## src/rtl/matmul_seq_pkg.sv

```systemverilog
// Shared types and widths for the matrix-multiplier stream sequencer.
package matmul_seq_pkg;

    localparam int DATA_W = 32;
    localparam int WCNT_W = 9;
    localparam int CNT_W  = 20;

    typedef enum logic [2:0] {
        HOLDOFF,
        SEND_A,
        SEND_B,
        WAIT_OUT,
        DONE_RUN,
        FINISHED
    } seq_state_t;

    function automatic logic [CNT_W-1:0] sat_inc(
        input logic [CNT_W-1:0] v
    );
        return (&v) ? v : v + 1'b1;
    endfunction

endpackage

```

## src/rtl/axis_beat_counter.sv

```systemverilog
// Counts AXI-stream handshake beats with a synchronous clear and a
// terminal-count flag that fires on the beat that reaches term.
module axis_beat_counter
    import matmul_seq_pkg::*;
#(
    parameter int W = WCNT_W
) (
    input  logic         clk,
    input  logic         reset_n,
    input  logic         clear,
    input  logic         beat,
    input  logic [W-1:0] term,
    output logic [W-1:0] count,
    output logic         at_term
);

    always_ff @(posedge clk) begin
        if (!reset_n) begin
            count <= '0;
        end else if (clear) begin
            count <= '0;
        end else if (beat && !(&count)) begin
            count <= count + 1'b1;
        end
    end

    assign at_term = beat && (count == term - 1'b1);

endmodule

```

## src/rtl/matmul_stream_sequencer.sv

```systemverilog
// Drives A then B into the HLS multiplier, watches the result stream,
// and reports run count, latency and protocol errors.
module matmul_stream_sequencer
    import matmul_seq_pkg::*;
#(
    parameter int unsigned MAT_DIM        = 4,
    parameter int unsigned START_DELAY    = 20000,
    parameter int unsigned NUM_RUNS       = 8,
    parameter logic [31:0] A_VALUE        = 32'd3,
    parameter logic [31:0] B_VALUE        = 32'd14,
    parameter int unsigned TIMEOUT_CYCLES = 4096
) (
    input  logic              clk,
    input  logic              reset_n,
    output logic [DATA_W-1:0] input_r_TDATA_0,
    output logic              input_r_TVALID_0,
    output logic              input_r_TLAST_0,
    input  logic              input_r_TREADY_0,
    input  logic              output_r_TVALID_0,
    input  logic              output_r_TREADY_0,
    input  logic              output_r_TLAST_0,
    output logic              busy,
    output logic [7:0]        run_count,
    output logic [CNT_W-1:0]  last_latency,
    output logic              tlast_err,
    output logic              timeout_err
);

    localparam logic [WCNT_W-1:0] WORDS =
        WCNT_W'(MAT_DIM * MAT_DIM);
    localparam logic [CNT_W-1:0] HOLD_LAST =
        (START_DELAY == 0) ? '0 : CNT_W'(START_DELAY - 1);
    localparam logic [CNT_W-1:0] TMO_LAST =
        (TIMEOUT_CYCLES == 0) ? '0 : CNT_W'(TIMEOUT_CYCLES - 1);

    seq_state_t        state;
    logic [CNT_W-1:0]  hold_cnt;
    logic [CNT_W-1:0]  tmo_cnt;
    logic [CNT_W-1:0]  lat_cnt;
    logic [WCNT_W-1:0] in_cnt;
    logic [WCNT_W-1:0] out_cnt;
    logic              in_beat;
    logic              out_beat;
    logic              in_last;
    logic              out_last;
    logic              out_over;
    logic              in_clear;
    logic              out_clear;
    logic              hold_done;
    logic              runs_done;
    logic              lat_first;
    logic              out_good;
    logic              out_bad;
    logic              tmo_hit;
    logic [7:0]        next_runs;

    assign in_beat   = input_r_TVALID_0 && input_r_TREADY_0;
    assign out_beat  = output_r_TVALID_0 && output_r_TREADY_0;
    assign hold_done = (hold_cnt == HOLD_LAST);
    assign next_runs = (&run_count) ? run_count : run_count + 8'd1;
    assign runs_done = (NUM_RUNS != 0) &&
                       (32'(next_runs) == NUM_RUNS);

    // Result beats are attributed to the run that is about to start.
    assign out_clear = (state == HOLDOFF && hold_done) ||
                       (state == DONE_RUN && !runs_done);
    assign in_clear  = (state == SEND_A || state == SEND_B) &&
                       in_last;
    assign lat_first = (state == SEND_A) && in_beat &&
                       (in_cnt == '0);

    assign out_over = out_beat && (out_cnt >= WORDS);
    assign out_good = out_last && output_r_TLAST_0;
    assign out_bad  = out_beat &&
                      (output_r_TLAST_0 ? !out_last
                                        : (out_last || out_over));
    assign tmo_hit  = (tmo_cnt == TMO_LAST);

    axis_beat_counter #(.W(WCNT_W)) u_in_cnt (
        .clk     (clk),
        .reset_n (reset_n),
        .clear   (in_clear),
        .beat    (in_beat),
        .term    (WORDS),
        .count   (in_cnt),
        .at_term (in_last)
    );

    axis_beat_counter #(.W(WCNT_W)) u_out_cnt (
        .clk     (clk),
        .reset_n (reset_n),
        .clear   (out_clear),
        .beat    (out_beat),
        .term    (WORDS),
        .count   (out_cnt),
        .at_term (out_last)
    );

    always_ff @(posedge clk) begin
        if (!reset_n) begin
            state            <= HOLDOFF;
            hold_cnt         <= '0;
            tmo_cnt          <= '0;
            lat_cnt          <= '0;
            input_r_TDATA_0  <= '0;
            input_r_TVALID_0 <= 1'b0;
            input_r_TLAST_0  <= 1'b0;
            busy             <= 1'b0;
            run_count        <= '0;
            last_latency     <= '0;
            tlast_err        <= 1'b0;
            timeout_err      <= 1'b0;
        end else begin
            lat_cnt <= lat_first ? '0 : sat_inc(lat_cnt);
            unique case (state)
                HOLDOFF: begin
                    hold_cnt <= hold_cnt + 1'b1;
                    if (hold_done) begin
                        state            <= SEND_A;
                        input_r_TVALID_0 <= 1'b1;
                        input_r_TDATA_0  <= A_VALUE;
                        busy             <= 1'b1;
                    end
                end
                SEND_A: begin
                    if (in_last) begin
                        state           <= SEND_B;
                        input_r_TDATA_0 <= B_VALUE;
                        input_r_TLAST_0 <= (WORDS == WCNT_W'(1));
                    end
                end
                SEND_B: begin
                    if (in_last) begin
                        state            <= WAIT_OUT;
                        input_r_TVALID_0 <= 1'b0;
                        input_r_TLAST_0  <= 1'b0;
                        input_r_TDATA_0  <= '0;
                        tmo_cnt          <= '0;
                    end else if (in_beat) begin
                        input_r_TLAST_0 <=
                            (10'(in_cnt) + 10'd2 == 10'(WORDS));
                    end
                end
                WAIT_OUT: begin
                    tmo_cnt <= tmo_cnt + 1'b1;
                    if (out_good) begin
                        state        <= DONE_RUN;
                        last_latency <= sat_inc(lat_cnt);
                    end else if (out_bad) begin
                        state     <= DONE_RUN;
                        tlast_err <= 1'b1;
                    end else if (tmo_hit) begin
                        state       <= DONE_RUN;
                        timeout_err <= 1'b1;
                    end
                end
                DONE_RUN: begin
                    run_count <= next_runs;
                    if (runs_done) begin
                        state <= FINISHED;
                        busy  <= 1'b0;
                    end else begin
                        state            <= SEND_A;
                        input_r_TVALID_0 <= 1'b1;
                        input_r_TDATA_0  <= A_VALUE;
                    end
                end
                FINISHED: begin
                    state <= FINISHED;
                end
                default: begin
                    state <= HOLDOFF;
                end
            endcase
        end
    end

endmodule

```

## config.mk

```make
export PLATFORM = sky130hd
export DESIGN_NAME = matmul_stream_sequencer
export DESIGN_NICKNAME = d
export VERILOG_FILES = /design/src/rtl/matmul_seq_pkg.sv /design/src/rtl/axis_beat_counter.sv /design/src/rtl/matmul_stream_sequencer.sv
export SDC_FILE = /design/constraint.sdc
export NUM_CORES = 1
export LEC_CHECK = 0
export BUFFER_PORTS_ARGS = -buffer_cell sky130_fd_sc_hd__buf_2
export CORE_MARGIN = 8
export CORE_UTILIZATION = 55
export CTS_CLUSTER_DIAMETER = 150
export CTS_CLUSTER_SIZE = 40
export DETAILED_ROUTE_END_ITERATION = 7
export GPL_TIMING_DRIVEN = 0
export PLACE_DENSITY = 0.82
export REMOVE_ABC_BUFFERS = 1
export SETUP_SLACK_MARGIN = 0.2
export SLEW_MARGIN = 40
export SYNTH_ARGS = -nofsm -noshare
export SYNTH_HDL_FRONTEND = slang
export SYNTH_HIERARCHICAL = 1
export SYNTH_SLANG_ARGS = --single-unit
```

## constraint.sdc

```tcl
create_clock -name clk -period 3.71 [get_ports clk]
set_input_delay 0.742 -clock clk [delete_from_list [all_inputs] [get_ports clk]]
set_output_delay 0.742 -clock clk [all_outputs]
set_load 0.01 [all_outputs]
```

==> impl_metrics.yaml <==
run_status:
  status: "finished clean"
critical_path:
  path_max_fanout: 17
  reg2reg_setup_slack_ns: 0.52
  cp.required_ns: 4.00
  end_kind: "flop"
  reg2reg_from: "u_in_cnt/count[2]"
  critPathLaunch: "u_in_cnt/count[2]"
  setup.worst_path.end: "input_r_TDATA_0[1]"
  reg2regPathDepth: 8
  startpoint_type: "flop"
  critical_path_class: "reg2reg"
  arrival_ns: 3.49
  reg2reg_to: "input_r_TDATA_0[1]"
global_route:
  antenna_found_initial: 0
  grt_max_degree: 39
  grtUsageTotal_pct: 18.08
  grt_pass1_wl_um: 24390
  grt-ovfl-total: 0
  grt_pass1_vias: 5296
synthesis:
  yosysTopAreaCell: "dfxtp_1"
  yosysMostFrequentCell: "dfxtp_1"
  synth_area_leaders: "dfxtp_1, nor2_1, xnor2_1"
  synthTopCellsByCount: "dfxtp_1, nor2_1, nand2_1"
  synthCells: 788
  synth_edf_count: 0
  ys_seq_area_share_pct: 36.04
  synthFlopType: "dfxtp_1"
  ys_ff_latch: 117
  synth.top_cell.area_share_pct: 36.04
  ys_warn_count: 6
  avgSynthCellArea_um2: 8.247
  synthArstFlopShare_pct: 0
  synth_cell_types: 67
  syn_area_mm2: 0.006499
pwr:
  vdd_ir_drop_max_mv: 0.3713
  total_leakage_power_nw: 2.964
  power.density_mw_per_mm2: 422.3
  power.total_mw: 3.190
clock_tree:
  clk_pin_slew_ns: 0.05
  h-tree-depth: 4
  cts_tree: "built"
  numCtsBuffers: 17
  cts.sinks: 117
  clockBufferDepth: 2
  hold_buffers: 0
  root_buffer: "clkbuf_16"
  cts_resized: 0
  insertion_delay_ns: 0.41
  cts_setup_buffers: 0
sta:
  fin_crit_ns: 3.193
  tightest_slew_ns: 0.8403
  grt_setup_unrepaired: "false"
  fin_skew_ns: 0.006140
  setup_viol: 0
  max_freq_mhz: 313.2
  hold_violations: 0
  slew_viol_final: 0
  fin_setup_tns_ns: 0
  fin_crit_sh_pct: 86.06
  max_slew_margin_pct: 43.46
  finalWorstSetupSlack_ns: 0.5170
placement:
  hpwl_um: 9563
  place_congestion: 0.8306
  dp_slack_ns: 0.3339
  portBuffers: 42
cells_and_area:
  layout.nets: 896
  drive_above_1_share_pct: 12.00
  antenna_cells: 0
  syn2layout_area_growth_pct: 16.25
floorplanning:
  core_mm2: 0.01147
  die_w_um: 124.7
  die-area_mm2: 0.01555
  pin_count: 71
  initial_core_util_pct: 56.67
  die_h_um: 124.7
  num_rows: 39
route:
  dr.pass1.iters: 6
  routed_via_density: 5.561
  vias: 5756
  drt-total-wl_um: 14530
  drt_iter0_drc: 387
  drc: 0
  wl_per_cell_um: 14.04
  postRouteAntennaNets: 0
run:
  drv_cap: 0
worst_hold_path:
  whs_path_depth: 1
  hold_class: "reg2reg"
[cells in the final DEF (no fill, tap or decap), types with 4 or more instances in the layout]
| master | instances |
|---|---|
| or3_1 | 9 |
| o21ai_0 | 33 |
| nor4b_1 | 4 |
| nand3_1 | 41 |
| and2_1 | 7 |
| xor2_1 | 30 |
| mux2i_1 | 9 |
| o21ai_1 | 4 |
| inv_1 | 16 |
| o21a_1 | 9 |
| dfxtp_1 | 117 |
| and4_1 | 8 |
| clkbuf_8 | 6 |
| a21oi_1 | 42 |
| nor3_1 | 30 |
| xnor2_1 | 38 |
| bufinv_16 | 4 |
| nand2b_1 | 7 |
| conb_1 | 100 |
| nand4_1 | 24 |
| a211oi_1 | 14 |
| ha_1 | 11 |
| mux2_2 | 7 |
| nand2_1 | 45 |
| nand4b_1 | 5 |
| nor2_1 | 94 |
| clkbuf_16 | 17 |
| nor2b_1 | 5 |
| nand3b_1 | 10 |
| buf_2 | 42 |
| nor3b_1 | 4 |
| nor4_1 | 15 |
| and3_1 | 14 |
[metal layers]
metal / part of all wire, % / track usage [%] / vias to the layer above
met4: 1.2 / 6.308 / 0
met2: 47 / 29.66 / 143
met5: 0 / 0 / -
met3: 5.1 / 4.426 / 13
met1: 46 / 22.54 / 2716
li1: - / - / 2884
[sequential cells by signal (all words and copies together) (netlist names)]
| signal | count |
|---|---|
| busy | 1 |
| hold_cnt | 20 |
| input_r_TDATA_0 | 3 |
| input_r_TLAST_0 | 1 |
| input_r_TVALID_0 | 1 |
| last_latency | 20 |
| lat_cnt | 20 |
| run_count | 8 |
| state | 3 |
| timeout_err | 1 |
| tlast_err | 1 |
| tmo_cnt | 20 |
| u_in_cnt/count | 9 |
| u_out_cnt/count | 9 |
[area by class of cell]
type                            count  area, µm²
Clock inverter                      8      142.6
Timing Repair Buffer               44      237.7
Fill cell                         945       3913
Clock buffer                       24      511.7
Sequential cell                   117       2342
Inverter                           17      63.81
Multi-Input combinational cell    682       4078
Tap cell                          143      178.9
[report_power, final]
part	switching, mW	internal [mW]	total [mW]
clock	0.559	1.23	1.79
combinational	0.0888	0.0407	0.130
sequential	0.00817	1.26	1.27
[kinds of logic after synthesis]
| logic type | Yosys count | synth area share, % |
|---|---|---|
| flip-flops | 117 | 36.04 |
| other | 2 | 0.1156 |
| buffers and inverters | 87 | 7.162 |
| AO/OA/AOI/OAI | 138 | 13.53 |
| adder cells (fa/ha/maj) | 11 | 2.118 |
| XOR/XNOR | 68 | 9.164 |
| multiplexers | 16 | 2.599 |
| AND/OR/NAND/NOR | 349 | 29.26 |
[metrics by stage]
step           utilization (%)  std cells  hold slack, ns  cell area [µm²]
6_report                 65.88       1035          0.4935             7555
5_1_grt                  65.88       1035          0.5025             7555
4_1_cts                  65.88       1035          0.4909             7555
3_5_place_dp             60.17       1003          0.4681             6900
3_3_place_gp             59.77       1001          0.4682             6854
2_1_floorplan                -        816          0.4518             6465
[worst min-delay path by stage]
stage | from | endpoint | slack, ns
after floorplan | hold_cnt[19] | hold_cnt[19] | 0.45
after global placement | hold_cnt[19] | hold_cnt[19] | 0.47
after detailed placement | input_r_TDATA_0[0] | input_r_TDATA_0[0] | 0.47
after CTS | input_r_TDATA_0[0] | input_r_TDATA_0[0] | 0.49
after global routing | input_r_TDATA_0[0] | input_r_TDATA_0[0] | 0.50
final | input_r_TDATA_0[0] | input_r_TDATA_0[0] | 0.49
[worst max-delay path, cell delays in order, from the launching register on]
cell and delay (ns):
dfxtp_1 0.57, nand3b_1 0.13, a21oi_1 0.16, nand2_1 0.06, a211oi_1 0.22, nor4bb_2 0.62
nand3_1 0.69, nand2_1 0.43, o21ba_2 0.20
Power figures use the tool's default switching activity.
